==> src/rtl/pipeline_hazard_controller.sv <==
// Central hazard controller for the five-stage core: drives stall/bubble/nullify/keep_exception
// for the four pipeline registers (k: 0=F/D, 1=D/E, 2=E/M, 3=M/W) and counts lost cycles.
module pipeline_hazard_controller #(
  parameter int unsigned MUL_CYCLES = 3,
  parameter int unsigned DIV_CYCLES = 32
) (
  input  logic        clk,
  input  logic        reset,
  input  logic [4:0]  d_rs,
  input  logic [4:0]  d_rt,
  input  logic        d_uses_rs,
  input  logic        d_uses_rt,
  input  logic        d_branch_use,
  input  logic [4:0]  ex_dest_reg,
  input  logic [4:0]  mem_dest_reg,
  input  logic        ex_writes,
  input  logic        ex_is_load,
  input  logic        mem_is_load,
  input  logic        ex_mdu_op,
  input  logic        ex_mdu_div,
  input  logic        ex_uses_hilo,
  input  logic        mem_busy,
  input  logic        mem_exception,
  output logic        pc_stall,
  output logic [3:0]  stall,
  output logic [3:0]  bubble,
  output logic [3:0]  nullify,
  output logic [3:0]  keep_exception,
  output logic        mdu_busy,
  output logic [31:0] perf_stall_cycles
);

  typedef enum logic [1:0] {
    ST_BOOT,
    ST_RUN,
    ST_FLUSH
  } state_t;

  state_t      state_q, state_d;
  logic [5:0]  mdu_count;
  logic [31:0] perf_cnt;
  logic        mdu_start;
  logic        decode_hazard;
  logic        mdu_hazard;

  // A source only matters if decode actually reads it and it is not the hard-wired zero register.
  function automatic logic src_hazard(input logic [4:0] r, input logic used,
                                      input logic branch_use,
                                      input logic [4:0] ex_dest, input logic ex_wr,
                                      input logic ex_ld,
                                      input logic [4:0] mem_dest, input logic mem_ld);
    logic live;
    live = used && (r != 5'd0);
    return live && ((ex_ld && (ex_dest == r)) ||
                    (branch_use && ex_wr && (ex_dest == r)) ||
                    (branch_use && mem_ld && (mem_dest == r)));
  endfunction

  assign decode_hazard =
    src_hazard(d_rs, d_uses_rs, d_branch_use, ex_dest_reg, ex_writes, ex_is_load,
               mem_dest_reg, mem_is_load) ||
    src_hazard(d_rt, d_uses_rt, d_branch_use, ex_dest_reg, ex_writes, ex_is_load,
               mem_dest_reg, mem_is_load);

  assign mdu_busy   = (mdu_count != 6'd0);
  assign mdu_hazard = mdu_busy && (ex_mdu_op || ex_uses_hilo);
  assign mdu_start  = (state_q == ST_RUN) && ex_mdu_op && !mdu_busy &&
                      !mem_exception && !mem_busy;
  assign perf_stall_cycles = perf_cnt;

  // NOTE: every output gets a default before the case so no path leaves one unassigned (no latches).
  always_comb begin
    state_d        = state_q;
    pc_stall       = 1'b0;
    stall          = 4'b0000;
    bubble         = 4'b0000;
    nullify        = 4'b0000;
    keep_exception = 4'b0000;
    unique case (state_q)
      ST_BOOT: begin
        nullify = 4'b1111;
        state_d = ST_RUN;
      end
      ST_FLUSH: begin
        nullify = 4'b0001;
        state_d = ST_RUN;
      end
      default: begin
        if (mem_exception) begin
          nullify        = 4'b0111;
          keep_exception = 4'b1000;
          state_d        = ST_FLUSH;
        end else if (mem_busy) begin
          pc_stall = 1'b1;
          stall    = 4'b0111;
          bubble   = 4'b1000;
        end else if (mdu_hazard) begin
          pc_stall = 1'b1;
          stall    = 4'b0011;
          bubble   = 4'b0100;
        end else if (decode_hazard) begin
          pc_stall = 1'b1;
          stall    = 4'b0001;
          bubble   = 4'b0010;
        end
      end
    endcase
  end

  // NOTE: sequential state uses non-blocking assignments so all registers update from pre-edge values.
  always_ff @(posedge clk or negedge reset) begin
    if (!reset) begin
      state_q   <= ST_BOOT;
      mdu_count <= 6'd0;
      perf_cnt  <= 32'd0;
    end else begin
      state_q <= state_d;
      // The countdown keeps running through exceptions and flushes; the unit cannot be aborted.
      if (mdu_start)
        mdu_count <= ex_mdu_div ? 6'(DIV_CYCLES) : 6'(MUL_CYCLES);
      else if (mdu_busy)
        mdu_count <= mdu_count - 6'd1;
      if ((state_q == ST_RUN) && (pc_stall || (bubble != 4'b0000)))
        perf_cnt <= perf_cnt + 32'd1;
    end
  end

endmodule

==> config.mk <==
export PLATFORM = sky130hd
export DESIGN_NAME = pipeline_hazard_controller
export DESIGN_NICKNAME = d
export VERILOG_FILES = /design/src/rtl/pipeline_hazard_controller.sv
export SDC_FILE = /design/constraint.sdc
export NUM_CORES = 1
export LEC_CHECK = 0
export CAP_MARGIN = 40
export CELL_PAD_IN_SITES_DETAIL_PLACEMENT = 1
export CELL_PAD_IN_SITES_GLOBAL_PLACEMENT = 2
export CORE_MARGIN = 3
export CORE_UTILIZATION = 40
export DETAILED_ROUTE_END_ITERATION = 16
export DONT_BUFFER_PORTS = 1
export PLACE_DENSITY_LB_ADDON = 0.08
export SLEW_MARGIN = 20
export SYNTH_ARGS = -nofsm -noshare
export SYNTH_HDL_FRONTEND = slang
export SYNTH_SLANG_ARGS = --single-unit
==> constraint.sdc <==
create_clock -name clk -period 4.2 [get_ports clk]
set_input_delay 0.63 -clock clk [delete_from_list [all_inputs] [get_ports clk]]
set_output_delay 0.63 -clock clk [all_outputs]
set_load 0.01 [all_outputs]
==> PnR_summary.wiki <==
{| class="wikitable"
! Metric !! Value
|-
| Library cell used as clock root buffer || clkbuf_8
|-
| Setup repair after global routing missed its margin || false
|-
| Count of endpoints failing hold in the final timing report || 0
|-
| Starting utilization of the core area || 43.0%
|-
| ANT nets after route || 0
|-
| Peak supply drop || 0.000141 V
|-
| Area share of the leading cell type in the synthesized netlist || 40.8%
|-
| Worst-Skew Late Latency || 0.29 ns
|-
| Critical path launch point || mdu_count[0]$_DFFE_PN0P_
|-
| Synth Register Bits || 40
|-
| Quantity of I/O buffers inserted on ports || 0
|-
| Initial antenna violation count || 0
|-
| Count of boundary I/O pins || 83
|-
| Number of global-route vias before repair || 1903
|-
| Largest cells by area after synthesis || dfrtp_1 (41%), xnor2_1 (11%), xor2_1 (7.5%), nand4_1 (4.8%), nand3_1 (4.3%)
|-
| CP Data Arrival Time || 2.29 ns
|-
| DIE AREA || slightly above 7000 sq um
|-
| Layout net count || 288
|-
| Worst Slack Setup Final || 1.28 ns
|-
| Cell Count Post-Placement || 318
|-
| Total GRT Usage || 16.6%
|-
| Count of routing violations after the opening detailed-route iteration || 61
|-
| Overall overflow remaining after global route || 0
|-
| Fraction of registers with async set/reset || 100%
|-
| Total leakage power || 1.02 nW
|-
| Final weighted congestion in routability-driven placement || 0.779
|-
| Standard cell core area || 5710 sq um
|-
| Chip Height || ~84 um
|-
| Overall power after layout || 0.948 mW
|-
| Highest routed metal layer || met4
|-
| Cell area after synthesis || 2450 sq um
|-
| CTS hold repair buffers || 0
|-
| H-tree levels || 2
|-
| Mean post-synth cell area || ~9.6 sq um
|-
| Number of clock buffers inserted by TritonCTS || 5
|-
| Met2 routed wirelength || 2630 um
|-
| Met1 WL || 2630 um
|-
| Path class of the lowest-slack min-delay path || in2async
|-
| Startpoint of the worst register-to-register path || mdu_count[0]$_DFFE_PN0P_
|-
| Number of gates resized after cts || 0
|-
| Maximum fanout count along the critical path || 32
|-
| Die Span X || 84.3 um
|-
| Total number of vias || 1796
|-
| Layout Area Growth over Synthesis || 3.88%
|-
| Largest net degree at the start of global routing || a little over 40
|-
| Number of instances in the synthesized netlist || between 200 and 300
|-
| Capturing element type of the critical path || output port
|-
| Leading cell types by count after synthesis || dfrtp_1 (40), xnor2_1 (31), nand3_1 (21), xor2_1 (21), nand4_1 (19)
|-
| Number of placement rows || 27
|-
| Count of final max-slew check failures || 0
|-
| Fillers || 648
|-
| Crit path time final || 2.92 ns
|-
| WP data required || 3.57 ns
|-
| Post-CTS setup buffer count || 0
|-
| Worst relative slew slack || 55.7%
|-
| Final non-filler cell total || between 300 and 400
|-
| TritonCTS clock tree || yes
|-
| Final-report setup violation count || 0
|-
| Detailed-route vias per instance || 5.53
|-
| Run status || complete, no violations
|-
| 1st-pass router iterations || 4
|-
| WS Path Type || reg2out
|-
| Post-route clock period utilization || 69.5%
|-
| Number of enable-type register cells in the synthesized netlist || 0
|-
| Synth warnings || 0
|-
| Final WL || 5730 um
|-
| Maximum buffer depth of the clock tree || 2
|-
| HPWL after detailed placement || 4310 um
|-
| Smallest hold slack || 0.0264 ns
|-
| Setup clock skew after layout || 0.00825 ns
|-
| CTS clk-pin slew, worst paths || roughly 0.08 ns
|-
| Routed met3 length || 398 um
|-
| Most used flip-flop cell after synthesis || dfrtp_1
|-
| Fmax || 342 MHz
|-
| Max Cap Violations || 0
|-
| Antenna Cells || 0
|-
| Setup TNS || 0 ns
|-
| Number of remaining DRC errors || 0
|-
| Fraction of final layout cells sized beyond drive strength 1 || 8.70%
|-
| Post-synthesis cell type with the largest combined area || dfrtp_1
|-
| Distinct cells, synth || 43
|-
| Critical Path Source Type || flip-flop
|-
| Worst Max-Slew Pin Slew || 0.657 ns
|-
| Most common cell in the synthesized netlist || dfrtp_1
|-
| Clock tree sinks || 40
|-
| Wire length of the first global-routing pass || 9630 um
|-
| Sequential area share after synthesis || 40.8%
|-
| Pre-CTS WS || 1.34 ns
|-
| Wire length per cell after detailed routing || 17.6 um
|-
| Power per standard cell area || roughly 370 nW/um^2
|}
cell usage in the layout, fill, tap and decap left out, drive strengths merged:
master,n
a211oi,1
a21boi,1
a21oi,3
a22oi,2
and2,2
and3,8
and3b,1
buf,3
clkbuf,6
clkinv,1
conb,5
dfrtp,40
ha,2
inv,10
mux2,1
mux2i,2
nand2,17
nand2b,3
nand3,22
nand3b,1
nand4,19
nand4b,2
nor2,18
nor2b,1
nor3,9
nor4,9
o21a,1
o21ai,5
o221ai,1
o22ai,1
o31ai,1
or2,1
or4,2
xnor2,31
xor2,21
final timing paths:
check | to | cells past startpoint | slack, ns
worst max-delay path | stall[0] | 7 | 1.28
worst min-delay path | perf_stall_cycles[13]$_DFFE_PN0P_ | 0 | 0.03
worst max register to register | perf_stall_cycles[1]$_DFFE_PN0P_ | 8 | 1.92
worst min register to register | mdu_count[4]$_DFFE_PN0P_ | 2 | 0.53
max in group asynchronous | perf_stall_cycles[4]$_DFFE_PN0P_ | 0 | 4.09
min in group clk | state_q[0]$_DFFE_PN0P_ | 1 | 0.45
state kept, by name (all words and copies together) (netlist names):
name / count
perf_stall_cycles: 32
mdu_count: 6
state_q: 2
layer usage:
metal	global-route usage, %	up-vias
met5	0	-
met4	4.82	0
met3	4.42	6
met2	26.1	54
met1	22.4	867
li1	-	869
critical path, stage by stage, from the launching register on:
cell	delay [ns]
dfrtp_1	0.42
inv_1	0.08
ha_1	0.26
nand3b_2	0.25
a21oi_2	0.14
o221ai_4	0.08
buf_4	0.34
nor2b_1	0.42
where the power goes:
group          switching (mW)  internal, mW  total [mW]
clock network           0.128         0.113       0.241
logic                   0.100        0.0882       0.188
registers              0.0783         0.441       0.519
total                   0.307         0.642       0.948
kinds of logic (layout without fill, tap and decap cells):
| kind of cell | Yosys count | in the layout | share of synthesized area [%] |
|---|---|---|---|
| other cells | 1 | 5 | 0.153 |
| fa+ha+maj | 2 | 2 | 1.02 |
| mux | 3 | 3 | 1.27 |
| flops | 40 | 40 | 40.8 |
| compound gates | 16 | 16 | 5.25 |
| xor+xnor | 52 | 52 | 18.6 |
| simple gates | 115 | 115 | 26.7 |
| buf+inv | 27 | 20 | 6.27 |
through the flow:
stage / util (%) / instance area, sq um
after floorplan: - / 2470
after global placement: 43.1 / 2460
after detailed placement: 43.3 / 2470
after CTS: 44.6 / 2550
after global routing: 44.6 / 2550
final: 44.6 / 2550
cell type report:
type	count	area, sq um	share of cell area, %
clock buffer	6	72.6	2.85
clock inverter	1	5.00	0.196
inverter	10	37.5	1.47
multi-input combinational	193	1320	51.6
sequential	40	1000	39.3
tap	72	90.1	3.53
timing repair buffer	3	26.3	1.03
Power figures use the tool's default switching activity.
==> edit 1 (same flow settings) <==
Re-encode `state_t` (3 states) as one-hot, 3 bits wide.
--- a/src/rtl/pipeline_hazard_controller.sv
+++ b/src/rtl/pipeline_hazard_controller.sv
@@ -32,6 +32,6 @@
 
-  typedef enum logic [1:0] {
-    ST_BOOT,
-    ST_RUN,
-    ST_FLUSH
+  typedef enum logic [2:0] {
+    ST_BOOT  = 3'b001,
+    ST_RUN   = 3'b010,
+    ST_FLUSH = 3'b100
   } state_t;
Function: no difference found for any inputs over 10 cycles, from zero or initial values and one cycle with reset low; not proved beyond that.
==> edit 1 against the unedited design <==
Final area rose by 3.5%. Area after synthesis grew 3.3%. Combinational power rose by 53%. Wire length up 4.8%. Via count up 1.4%. Power grew 14%. Sequential cell count is 1 higher. Setup slack gained 0.036 ns. Critical endpoint is now bubble[2].
==> edit 1: results <==
{
  "cp.arrival_ns": 2.25,
  "crit_path_max_fanout": 12,
  "status": "complete, no violations",
  "cts_setup_buffers": 0,
  "fin_crit_ns": 2.88,
  "reg2reg_from": "state_q[0]",
  "track_usage_pct": 16.8,
  "endpoint": "bubble[2]",
  "ys_types": 44,
  "routabilityCongestion": 0.705,
  "drive_gt1_share_pct": 10.9,
  "r2r_end": "perf_stall_cycles[1]",
  "cts_buffers": 5,
  "largest_register_ffs": 32,
  "wire_per_inst_um": 18.1,
  "worstSkewPairLatency_ns": 0.29,
  "drt_pre_antenna_iters": 4,
  "io_buffers": 0,
  "finClkSkew_ns": 0.00633,
  "finish.net_count": 290,
  "drtIter0Drc": 94,
  "worst_pin_slew_ns": 0.572,
  "h-tree-depth": 2,
  "leakage_nw": 1.15,
  "grt_pass1_vias": 1968,
  "ys_top_cells_by_count": "dfrtp_1 (40), xnor2_1 (32), nor2_1 (20), xor2_1 (20), nand3_1 (19)",
  "pre_cts_slack_ns": 1.43,
  "cp-start-kind": "flip-flop",
  "grt_max_degree": 42,
  "cts_buffer_depth": 2,
  "r2r_cells": 7,
  "clk_pin_slew_ns": 0.08,
  "cts_resized": 0,
  "root_buffer": "clkbuf_8",
  "synthTopCellsByArea": "dfrtp_1 (39%), xnor2_1 (11%), xor2_1 (6.9%), nand3_1 (3.8%), and3_1 (3.7%)",
  "num_vias": 1821,
  "ir_worst_vdd_v": 0.000243,
  "async_reset_ff_share_pct": 100,
  "grt_pass1_wl_um": 9850,
  "antenna_found_initial": 0,
  "yosys_warnings": 0,
  "r2r_slack_ns": 1.66,
  "hold_class": "in -> async",
  "ys_seq_area_share_pct": 40.5,
  "dpl.hpwl_um": 4480,
  "antenna_cells": 0
}
[edit 1: cell count changes after synthesis, sizes merged, moves of 2 or more]
cell    before  now
and2         2    4
o21ai        5    3
and2b        0    2
buf         12   14
inv         10    8
nor3         9    6
nand4       19   13
nor2        18   22
nand2       17   15
and3         8   15
and4         0    5
clkbuf       5    0
nor4         9    7
[edit 1: layout make-up]
| cell class | count | area [sq um] |
|---|---|---|
| sequential | 41 | 1030 |
| tap | 75 | 93.8 |
| timing repair buffer | 2 | 22.5 |
| inverter | 8 | 30.0 |
| clock buffer | 8 | 80.1 |
| multi-input combinational | 197 | 1380 |
| fill | 689 | 3390 |
[edit 1: logic make-up (layout without fill, tap and decap cells)]
kind of cell	count (synthesis)	in the layout	share of synthesized area, %
adders and majority gates	2	2	0.987
other	1	5	0.148
muxes	4	4	1.78
and+or+nand+nor	118	118	28.1
DFF	41	41	40.5
buffers and inverters	22	18	5.48
xor gates and xnor gates	52	52	18.0
AOI/OAI and AO/OA	16	16	4.99
[edit 1: how the worst min path moves through the flow]
| stage | endpoint | slack [ns] | cells past startpoint |
|---|---|---|---|
| floorplan | mdu_count[0] | 0.33 | 0 |
| global placement | perf_stall_cycles[31] | 0.34 | 0 |
| detailed placement | perf_stall_cycles[25] | 0.34 | 0 |
| CTS | perf_stall_cycles[25] | 0.01 | 0 |
| global route | perf_stall_cycles[31] | 0.004 | 0 |
| finish | perf_stall_cycles[25] | 0.03 | 0 |
[edit 1: per-stage QoR]
step	utilization, %	instance area [sq um]	std cells
after floorplan	-	2550	260
after global routing	43.8	2640	331
after detailed placement	42.4	2560	323
after global placement	42.2	2540	322
after CTS	43.8	2640	331
final	43.8	2640	331
[edit 1: critical path, cell delays in order (launching register included)]
cell     delay [ns]
dfstp_2        0.58
xnor2_1        0.15
nor2_1         0.11
nor2_2         0.46
inv_2          0.17
nor4_1         0.50
[edit 1: where the power goes]
group | internal, mW | switching [mW]
clock network | 0.118 | 0.138
registers | 0.454 | 0.0837
logic | 0.123 | 0.163
total | 0.696 | 0.385
[edit 1: per-layer routing]
layer | global-route usage [%] | vias to the layer above | wire length, um
met5 | 0 | - | 0
met4 | 5.18 | 0 | 51
met3 | 5.19 | 4 | 374
met2 | 27.8 | 47 | 2880
met1 | 21.0 | 892 | 2700
li1 | - | 878 | -
==> edit 2 (same settings) <==
Made on the original files. The parameter `DIV_CYCLES` goes from 32 to 24.
--- a/src/rtl/pipeline_hazard_controller.sv
+++ b/src/rtl/pipeline_hazard_controller.sv
@@ -4,3 +4,3 @@
   parameter int unsigned MUL_CYCLES = 3,
-  parameter int unsigned DIV_CYCLES = 32
+  parameter int unsigned DIV_CYCLES = 24
 ) (
Check against the original RTL: same outputs for any inputs over 10 cycles, from zero or initial values and one cycle with reset low; that may be too few to reach the edited logic, so the function may still have changed.
==> edit 2 against the unedited design <==
Clock skew rose by 0.0020 ns. Core utilization fell by 0.31 points. Sequential cell count did not move. Power rose by 3.0%. Area after synthesis rose by 3.6%. Register-to-register slack got worse by 0.26 ns. Sequential power barely moved. Final area rose by 4.8%. Setup slack improved by 0.12 ns. Synthesized cell count fell by 5.5%. Combinational power rose by 7%. Wire length rose by 4.8%. Largest cell class unchanged. Highest routed layer unchanged.
==> edit 2: results <==
{
  "status": "complete, no violations",
  "ys_seq_area_share_pct": 39.4,
  "dpl.hpwl_um": 4510,
  "crit_path_max_fanout": 7,
  "finClkSkew_ns": 0.0103,
  "finish.net_count": 276,
  "track_usage_pct": 17.2,
  "grt_pass1_vias": 2001,
  "max-slew-margin-rel_pct": 57.6,
  "routabilityCongestion": 0.778,
  "post-place-cells": 307,
  "wire_per_inst_um": 18.9,
  "routed_wl_um": 6000,
  "grt_pass1_wl_um": 10000,
  "wl_met1_um": 2370,
  "drive_gt1_share_pct": 16.9,
  "pre_cts_slack_ns": 1.63,
  "leakage_nw": 1.34,
  "ys_top_cells_by_count": "dfrtp_1 (40), xnor2_1 (31), and3_1 (23), xor2_1 (20), nand3_2 (12)",
  "wl_met3_um": 449,
  "drtIter0Drc": 26,
  "placed_area_sq_um": 2550,
  "cp.arrival_ns": 2.17,
  "wl_met2_um": 3070,
  "ir_worst_vdd_v": 0.000205,
  "syn_avg_cell_area_sq_um": 10.5
}
[edit 2: worst paths after layout]
path,cells past startpoint,endpoint,slack (ns),startpoint
worst max-delay path,7,stall[0],1.40,mdu_count[0]
worst min-delay path,0,mdu_count[4],0.03,reset
worst max register to register,9,perf_stall_cycles[1],1.66,mdu_count[0]
worst min register to register,1,mdu_count[0],0.52,mdu_count[0]
max in group asynchronous,1,perf_stall_cycles[31],3.48,reset
min in group clk,1,state_q[0],0.45,mem_exception
[edit 2: critical path, stage by stage (launching register included)]
cell      delay [ns]
dfrtp_1         0.42
inv_1           0.07
ha_1            0.20
or3b_4          0.42
nor3_4          0.25
o21a_4          0.21
o221ai_4        0.09
nor2b_1         0.23
[edit 2: timing repair]
action / CTS / global route
endpoints found under the setup margin: 0 / 0
buffers inserted: 0 / 0
hold endpoints to repair: 0 / 22
hold buffers: 0 / 2
[edit 2: area by class of cell]
class / instances / area (sq um)
sequential: 40 / 1000
fill: 681 / 3350
inverter: 7 / 26.3
multi-input combinational: 183 / 1420
tap: 75 / 93.8
timing repair buffer: 4 / 45.0
clock inverter: 3 / 18.8
clock buffer: 5 / 68.8
[edit 2: per-stage QoR]
stage          util (%)  hold WS (ns)
3_3_place_gp       42.4         0.336
4_1_cts            43.8       0.00980
6_report           44.3        0.0250
5_1_grt            44.3       0.00263
2_1_floorplan         -         0.334
3_5_place_dp       42.4         0.335
[edit 2: cells by family after synthesis]
logic type / Yosys count / share of synthesized area [%]
buf+inv: 23 / 5.66
fa+ha+maj: 2 / 0.984
other cells: 1 / 0.147
mux: 2 / 0.837
xor+xnor: 51 / 17.6
flops: 40 / 39.4
compound gates: 18 / 5.41
simple gates: 105 / 30.0
[edit 2: report_power, final]
part | switching, mW | internal, mW
clock network | 0.141 | 0.116
logic | 0.111 | 0.0893
registers | 0.0795 | 0.440
[edit 2: routing by layer]
metal / vias up / global-route usage, %
met5: - / 0
met4: 0 / 6.47
met3: 12 / 6.34
met2: 61 / 28.8
met1: 892 / 20.1
li1: 839 / -
